### src/rtl/regfile_sb_pkg.sv
// Shared CPU register-bank package: default geometry and register data/address types.
package regfile_sb_pkg;

    localparam int DATA_W_DEF = 16;
    localparam int ADDR_W_DEF = 4;

    typedef logic [DATA_W_DEF-1:0] reg_data_t;
    typedef logic [ADDR_W_DEF-1:0] reg_addr_t;

endpackage : regfile_sb_pkg

### src/rtl/regfile_busy.sv
// Write-pending scoreboard: one busy bit per register, set by accepted issue,
// cleared by writeback, plus a sticky flag for writebacks nobody was waiting on.
module regfile_busy
    import regfile_sb_pkg::*;
#(
    parameter int ADDR_W   = ADDR_W_DEF,
    parameter int ZERO_REG = 0,
    localparam int NREG    = 2**ADDR_W
) (
    input  logic              CLK,
    input  logic              RESET,
    input  logic              iss_valid,
    input  logic [ADDR_W-1:0] iss_rd,
    input  logic              wb_en,
    input  logic [ADDR_W-1:0] wb_addr,
    output logic              iss_ready,
    output logic [NREG-1:0]   busy_vec,
    output logic              wb_err
);

    logic [NREG-1:0] busy_r;
    logic [NREG-1:0] busy_nxt_s;
    logic            wb_err_r;
    logic            iss_zero_s;
    logic            wb_zero_s;
    logic            iss_ready_s;
    logic            wb_act_s;
    logic            iss_act_s;

    // Issue acceptance and next busy vector; issue applied after clear so a new producer wins
    always_comb begin
        iss_zero_s  = (ZERO_REG != 0) && (iss_rd == {ADDR_W{1'b0}});
        wb_zero_s   = (ZERO_REG != 0) && (wb_addr == {ADDR_W{1'b0}});
        iss_ready_s = iss_zero_s || !busy_r[iss_rd] || (wb_en && (wb_addr == iss_rd));
        wb_act_s    = wb_en && !wb_zero_s;
        iss_act_s   = iss_valid && iss_ready_s && !iss_zero_s;
        busy_nxt_s  = busy_r;
        if (wb_act_s) begin
            busy_nxt_s[wb_addr] = 1'b0;
        end else begin
            busy_nxt_s = busy_r;
        end
        if (iss_act_s) begin
            busy_nxt_s[iss_rd] = 1'b1;
        end else begin
            busy_nxt_s = busy_nxt_s;
        end
    end

    // Busy state and sticky error register
    always_ff @(posedge CLK or negedge RESET) begin
        if (!RESET) begin
            busy_r   <= {NREG{1'b0}};
            wb_err_r <= 1'b0;
        end else begin
            busy_r <= busy_nxt_s;
            if (wb_act_s && !busy_r[wb_addr]) begin
                wb_err_r <= 1'b1;
            end
        end
    end

    assign iss_ready = iss_ready_s;
    assign busy_vec  = busy_r;
    assign wb_err    = wb_err_r;

endmodule : regfile_busy

### src/rtl/regfile_sb.sv
// Register file with two bypassed combinational read ports, one clocked write
// port and an integrated write-pending scoreboard for RAW/WAW stalls.
module regfile_sb
    import regfile_sb_pkg::*;
#(
    parameter int DATA_W   = DATA_W_DEF,
    parameter int ADDR_W   = ADDR_W_DEF,
    parameter int ZERO_REG = 0,
    localparam int NREG    = 2**ADDR_W
) (
    input  logic              CLK,
    input  logic              RESET,
    input  logic [ADDR_W-1:0] rd_addr_a,
    output logic [DATA_W-1:0] rd_data_a,
    output logic              rd_rdy_a,
    input  logic [ADDR_W-1:0] rd_addr_b,
    output logic [DATA_W-1:0] rd_data_b,
    output logic              rd_rdy_b,
    input  logic              iss_valid,
    input  logic [ADDR_W-1:0] iss_rd,
    output logic              iss_ready,
    input  logic              wb_en,
    input  logic [ADDR_W-1:0] wb_addr,
    input  logic [DATA_W-1:0] wb_data,
    output logic [NREG-1:0]   busy_vec,
    output logic              wb_err
);

    logic [DATA_W-1:0] mem_r [NREG];
    logic [NREG-1:0]   busy_s;
    logic              wb_zero_s;
    logic [ADDR_W-1:0] rd_addr_s [2];
    logic [DATA_W-1:0] rd_data_s [2];
    logic              rd_rdy_s  [2];

    assign wb_zero_s    = (ZERO_REG != 0) && (wb_addr == {ADDR_W{1'b0}});
    assign rd_addr_s[0] = rd_addr_a;
    assign rd_addr_s[1] = rd_addr_b;

    regfile_busy #(
        .ADDR_W   (ADDR_W),
        .ZERO_REG (ZERO_REG)
    ) u_busy (
        .CLK       (CLK),
        .RESET     (RESET),
        .iss_valid (iss_valid),
        .iss_rd    (iss_rd),
        .wb_en     (wb_en),
        .wb_addr   (wb_addr),
        .iss_ready (iss_ready),
        .busy_vec  (busy_s),
        .wb_err    (wb_err)
    );

    // Register array; reset clears every entry asynchronously
    always_ff @(posedge CLK or negedge RESET) begin
        if (!RESET) begin
            for (int i = 0; i < NREG; i++) begin
                mem_r[i] <= {DATA_W{1'b0}};
            end
        end else if (wb_en && !wb_zero_s) begin
            mem_r[wb_addr] <= wb_data;
        end
    end

    for (genvar p = 0; p < 2; p++) begin : g_rd
        // Read mux: hardwired zero, then same-cycle writeback bypass, then array
        always_comb begin
            if ((ZERO_REG != 0) && (rd_addr_s[p] == {ADDR_W{1'b0}})) begin
                rd_data_s[p] = {DATA_W{1'b0}};
                rd_rdy_s[p]  = 1'b1;
            end else if (wb_en && (wb_addr == rd_addr_s[p])) begin
                rd_data_s[p] = wb_data;
                rd_rdy_s[p]  = 1'b1;
            end else begin
                rd_data_s[p] = mem_r[rd_addr_s[p]];
                rd_rdy_s[p]  = !busy_s[rd_addr_s[p]];
            end
        end
    end

    assign rd_data_a = rd_data_s[0];
    assign rd_rdy_a  = rd_rdy_s[0];
    assign rd_data_b = rd_data_s[1];
    assign rd_rdy_b  = rd_rdy_s[1];
    assign busy_vec  = busy_s;

endmodule : regfile_sb

### config.mk
export PLATFORM = sky130hd
export DESIGN_NAME = regfile_sb
export DESIGN_NICKNAME = d
export VERILOG_FILES = /design/src/rtl/regfile_sb_pkg.sv /design/src/rtl/regfile_busy.sv /design/src/rtl/regfile_sb.sv
export SDC_FILE = /design/constraint.sdc
export NUM_CORES = 1
export LEC_CHECK = 0
export ABC_CLOCK_PERIOD_IN_PS = 1500
export BUFFER_PORTS_ARGS = -buffer_cell sky130_fd_sc_hd__buf_2
export CAP_MARGIN = 20
export CORE_ASPECT_RATIO = 1.5
export CORE_MARGIN = 3
export CORE_UTILIZATION = 58
export CTS_BUF_LIST = sky130_fd_sc_hd__clkbuf_8
export CTS_CLUSTER_DIAMETER = 120
export DETAILED_ROUTE_END_ITERATION = 8
export HOLD_SLACK_MARGIN = 0.15
export PLACE_DENSITY_LB_ADDON = 0.15
export REMOVE_ABC_BUFFERS = 1
export SYNTH_ARGS = -nofsm -noshare
export SYNTH_HDL_FRONTEND = slang
export SYNTH_HIERARCHICAL = 1
export SYNTH_SLANG_ARGS = --single-unit
export TNS_END_PERCENT = 50
### constraint.sdc
create_clock -name CLK -period 1.5 [get_ports CLK]
set_clock_uncertainty 0.2 [all_clocks]
set_input_delay 0.075 -clock CLK [delete_from_list [all_inputs] [get_ports CLK]]
set_output_delay 0.075 -clock CLK [all_outputs]
set_load 0.01 [all_outputs]
==> After elaboration in Yosys (flattened, before gate mapping) <==
Cells that the tools add are included.
{ "word_totals": {"register_bits": 273, "in_bits": 36, "output_inout_bits": 52, "word_cells": 77} }
{ "classes": {"n_lt_le_gt_ge": 10, "eq_ne": 3, "muxes": 27, "bitwise_logic": 6, "n_reduce_logical": 13} }
{ "op_table": {"columns": ["cell", "count"], "rows": [
  ["$bwmux 256", 1],
  ["$mux 16", 9],
  ["$bmux 16 s4", 2],
  ["$demux 16 s4", 1],
  ["$lt 4x5->1 const B", 4],
  ["$and 16x16->16", 1],
  ["$bmux 1 s4", 4],
  ["$not 16->16", 1],
  ["$or 16x16->16", 1],
  ["$ge 5x5->1 const B", 3],
  ["$not 4->5", 3],
  ["$eq 4x4->1", 3],
  ["$demux 1 s4", 2],
  ["$ge 4x1->1 const B", 2],
  ["$logic_and 1x1->1", 8],
  ["$mux 1", 8],
  ["$lt 5x1->1 const B", 1],
  ["$logic_not 1->1", 4],
  ["$logic_or 1x1->1", 1]
]} }

==> Logic depth before layout (Yosys ltp) <==
{ "logic_depth": {"ltp_word": 9, "depth_mapped": 7} }

==> Cells and area by module <==
The synthesis kept the hierarchy.
{ "by_module_without_submodules": {"columns": ["module", "instances", "cells_each", "area_each_um2", "seq_area_each_um2"], "rows": [
  ["regfile_sb", 1, 907, 14554.0, 6406.1],
  ["regfile_busy", 1, 116, 1218.7, 425.4]
]} }

==> Least setup slack after synthesis <==
No wires, ideal clock.
{ "synth_timing": {"path_kind": "in2out", "from": "input rd_addr_a[2]", "to": "output rd_data_a[10]", "arrival_ps": 1474, "path_slack_ps": -249, "path_stages": 5, "path_cell_list": "clkbuf_2 xor2_1 nor4_4 buf_6 mux2_2"} }
{ "synth_via": {"elab_chain_cells": 5, "elab_cells_between_ends": 7, "cone_classes": "eq/ne (1); mux (4); bitwise (1); reduce/logical (1)"} }
{ "synth_rtl": {"columns": ["element", "line_no", "source"], "rows": [
  ["from (decl)", "regfile_sb.sv:13", "input logic [ADDR_W-1:0] rd_addr_a,"],
  ["$not 4->5 (not written as such)", "regfile_sb.sv:76", "rd_data_s[p] = mem_r[rd_addr_s[p]];"],
  ["$bmux 16 s4", "regfile_sb.sv:76", null],
  ["$mux 16 (not written as such) (2 in a row)", "regfile_sb.sv:76", null],
  ["$mux 16 (*)", "regfile_sb.sv:72", "end else if (wb_en && (wb_addr == rd_addr_s[p])) begin"],
  ["to (decl)", "regfile_sb.sv:14", "output logic [DATA_W-1:0] rd_data_a,"]
]} }
Every way passes the cells marked *; elsewhere a longest branch is shown, timed or not. The select of a mux whose other input is x is not followed.

==> Final worst setup path <==
{ "layout_timing": {"from": "register mem_r[96] in the netlist's numbering", "to": "output rd_data_a[0]"} }
{ "layout_via": {"elab_chain_cells": 4} }
{ "layout_rtl": {"columns": ["element", "line_no", "source"], "rows": [
  ["from (decl)", "regfile_sb.sv:29", "logic [DATA_W-1:0] mem_r [NREG];"],
  ["from (signal, indexed assignment)", "regfile_sb.sv:59", "mem_r[i] <= {DATA_W{1'b0}};"],
  ["from (signal, indexed assignment)", "regfile_sb.sv:62", "mem_r[wb_addr] <= wb_data;"],
  ["$bmux 16 s4", "regfile_sb.sv:76", null],
  ["$mux 16 (not written as such) (2 in a row)", "regfile_sb.sv:76", null],
  ["$mux 16", "regfile_sb.sv:72", null]
]} }
No other way between the ends. The select of a mux whose other input is x is not followed.

==> qor.txt <==
Status - finished, violations left
Violated checks - negative hold slack, negative setup slack
Post-synthesis instance area - 0.0158 mm²
Synthesized area per cell - 15.4 µm²
Wire length of the first global-routing pass - 66.6 mm
Cell types occupying the most area after synthesis - dfrtp_1 (43%), mux2_2 (20%), mux4_2 (20%), mux2i_1 (6.9%), buf_2 (0.95%)
Share of flip-flops with an asynchronous set or reset after synthesis - 1.00
Root Buffer Master - clkbuf_8
Net count reported at finish - 1280
Number of core rows - 73
Leakage power summed over all cells - 8.39 nW
F_max - 408 MHz
Nature of the critical path startpoint - register
Grt met2 use - 0.514
Count of H-tree levels built during CTS - 2
Most Used Layer, Global Route - met2
Overall global routing resource usage - 0.298
Number of maximum-capacitance violations - 0
Average detailed-routed wire length per instance - 26.5 µm
Total vias in the final route - 10500
Cell count after placement - 1499
Last weighted congestion value of the routability-driven placer - 0.914
Max-slew violation count - 0
Post-placement cell area - 0.0177 mm²
Cells after synthesis - 1023
Slew at the pin closest to its max-slew limit - 0.568 ns
Unrepaired setup endpoints after global routing - true
Via-per-instance ratio - 6.51
Die outline width - 141 µm
FILL cells - 1740
GR Layer Usage met3 - 0.0437
Critical path class - register to output port
Post-synth top flop - dfrtp_1
Via count of the first global-routing pass - 11400
Initial standard-cell utilization of the core - 0.591
Final cell area excluding filler cells - 0.0194 mm²
Largest net degree at the start of global routing - 52
Final worst path period need - 2.45 ns
Met1 Track Usage GR - 0.381
Max VDD drop - 1.05 mV
Final instance count without filler cells - 1613
Kind of path behind the tightest hold check - primary input to register
Fin crit share - 1.64
Clock sink total - 273
Maximum net fanout on the critical path - 3
GRT overflow - 0
Total CTS buffers - 43
Die span in y - 208 µm
Port Buffers - 87
Share of synthesized area occupied by flip-flops and latches - 0.433
Fraction of layout cells with a size suffix above 1 - 0.606
Area growth, synth to finish - 22.8%
Flip-flop and latch count after synthesis - 273
Number of detailed-route iterations in the first pass - 5
Number of diodes - 0
CTS tree - built
Most area-hungry cell type in the Yosys netlist - dfrtp_1
Core ar. - 0.0267 mm²
WP data arrival - 2.18 ns
Buffer depth of the longest clock path - 3
Relative slew slack - 0.620
Yosys warnings - 6
Pwr/cell area - 1300 mW/mm²
Clock latency at the later pin of the worst-skew pair - 0.56 ns
Type of destination of the critical path - output port
Most frequent cell after synthesis - mux2_2
Synth top area share - 0.433
Setup-violating endpoint count in the final report - 57
Post-route DRC violation count - 0
Library cells used by synthesis - 40
HPWL after DPL - 28.2 mm
Final hold viol count - 2
Die footprint - 0.0292 mm²
Worst Setup Slack, final - -0.953 ns
Remaining number of nets flagged by the antenna check after routing - 0
Detailed Route Iter0 Violations - 656
Number of enable-type register cells in the synthesized netlist - 0
Required time at the worst-slack endpoint - 1.22 ns
I/O pin count - 88
Most numerous cell types in the synthesized netlist - mux2_2 (286), dfrtp_1 (273), mux4_2 (141)
Clock Pin Slew Worst Setup and Hold Paths - 0.07 ns
Initial antenna violation count - 0
Hold WS - -0.186 ns
Total detailed-routing wirelength - 42.8 mm
cells in the final DEF (no fill, tap or decap), types with 5 or more instances in the layout:
cell and count:
mux2i_1 105, nand3_1 6, dlygate4sd3_1 27, nand2_1 17, xor2_1 9, mux4_2 141
o21ai_0 16, mux2_2 269, nor2_2 6, buf_12 38, clkbuf_8 57, buf_6 57
mux2_4 17, nand2b_1 8, buf_2 40, inv_1 8, clkinv_2 7, buf_4 105
o21ai_1 5, dfrtp_1 273, nor3_4 7
power breakdown:
| part | total, mW | leakage (nW) | internal, mW | switching [mW] |
|---|---|---|---|---|
| logic | 8.11 | 4.55 | 5.10 | 3.00 |
| clock network | 6.62 | 0.503 | 3.59 | 3.03 |
| registers | 10.4 | 3.34 | 9.13 | 1.29 |
flip-flops by register name, summed over array words and instances (netlist names):
name,cells
u_busy/wb_err,1
u_busy/busy_vec,16
mem_r,256
cell type report:
cell class,instances,area [µm²],share of cell area
Clock inverter,20,128,0.00659
Multi-Input combinational cell,657,8520,0.440
Timing Repair Buffer,269,2690,0.139
Clock buffer,57,785,0.0405
Sequential cell,273,6830,0.353
Tap cell,337,422,0.0218
per-layer routing:
layer | vias to the layer above | wire length [µm]
met5 | - | 0
met4 | 0 | 1820
met3 | 113 | 2150
met2 | 370 | 22300
met1 | 5590 | 16400
li1 | 4428 | -
what timing repair did:
action / 4_1_cts / 5_1_grt
hold buffers: 29 / 1
endpoints found under the hold margin: 546 / 66
setup endpoints to repair: 66 / 94
buffers inserted: 3 / 7
pin swaps: 10 / 6
gates resized for setup: 77 / 26
worst max-delay path, cell delays in order, from the launching register on:
cell	delay (ns)
dfrtp_1	0.39
mux4_2	0.47
mux2i_1	0.17
mux2i_1	0.14
mux2_4	0.30
buf_6	0.12
cell families (layout without fill, tap and decap cells):
group / after synthesis / in the layout / share of synthesized area
XOR/XNOR: 12 / 12 / 0.00666
buffers and inverters: 93 / 346 / 0.0375
multiplexers: 538 / 538 / 0.476
AND/OR/NAND/NOR: 67 / 67 / 0.0288
flip-flops: 273 / 273 / 0.433
AO/OA/AOI/OAI: 40 / 40 / 0.0178
stage by stage:
step	power, mW	utilization	setup TNS [ns]	setup WS (ns)
after floorplan	14.8	-	-32.78	-0.213
after global placement	17.4	0.662	-90.40	-0.577
after detailed placement	17.7	0.662	-92.97	-0.590
after CTS	25.1	0.722	-37.59	-0.990
after global routing	26.4	0.726	-41.64	-1.03
final	25.1	0.726	-37.55	-0.953
final timing paths:
path | startpoint | to | slack, ns | cells past startpoint
max | mem_r[96] | rd_data_a[0] | -0.95 | 5
min | iss_rd[0] | u_busy/busy_vec[0] | -0.19 | 3
max reg2reg | u_busy/busy_vec[1] | u_busy/busy_vec[9] | -0.47 | 6
min reg2reg | mem_r[231] | mem_r[231] | 0.32 | 1
max in group asynchronous | RESET | mem_r[39] | 0.11 | 5
min in group asynchronous | RESET | mem_r[204] | 0.32 | 3
Power figures use the tool's default switching activity.
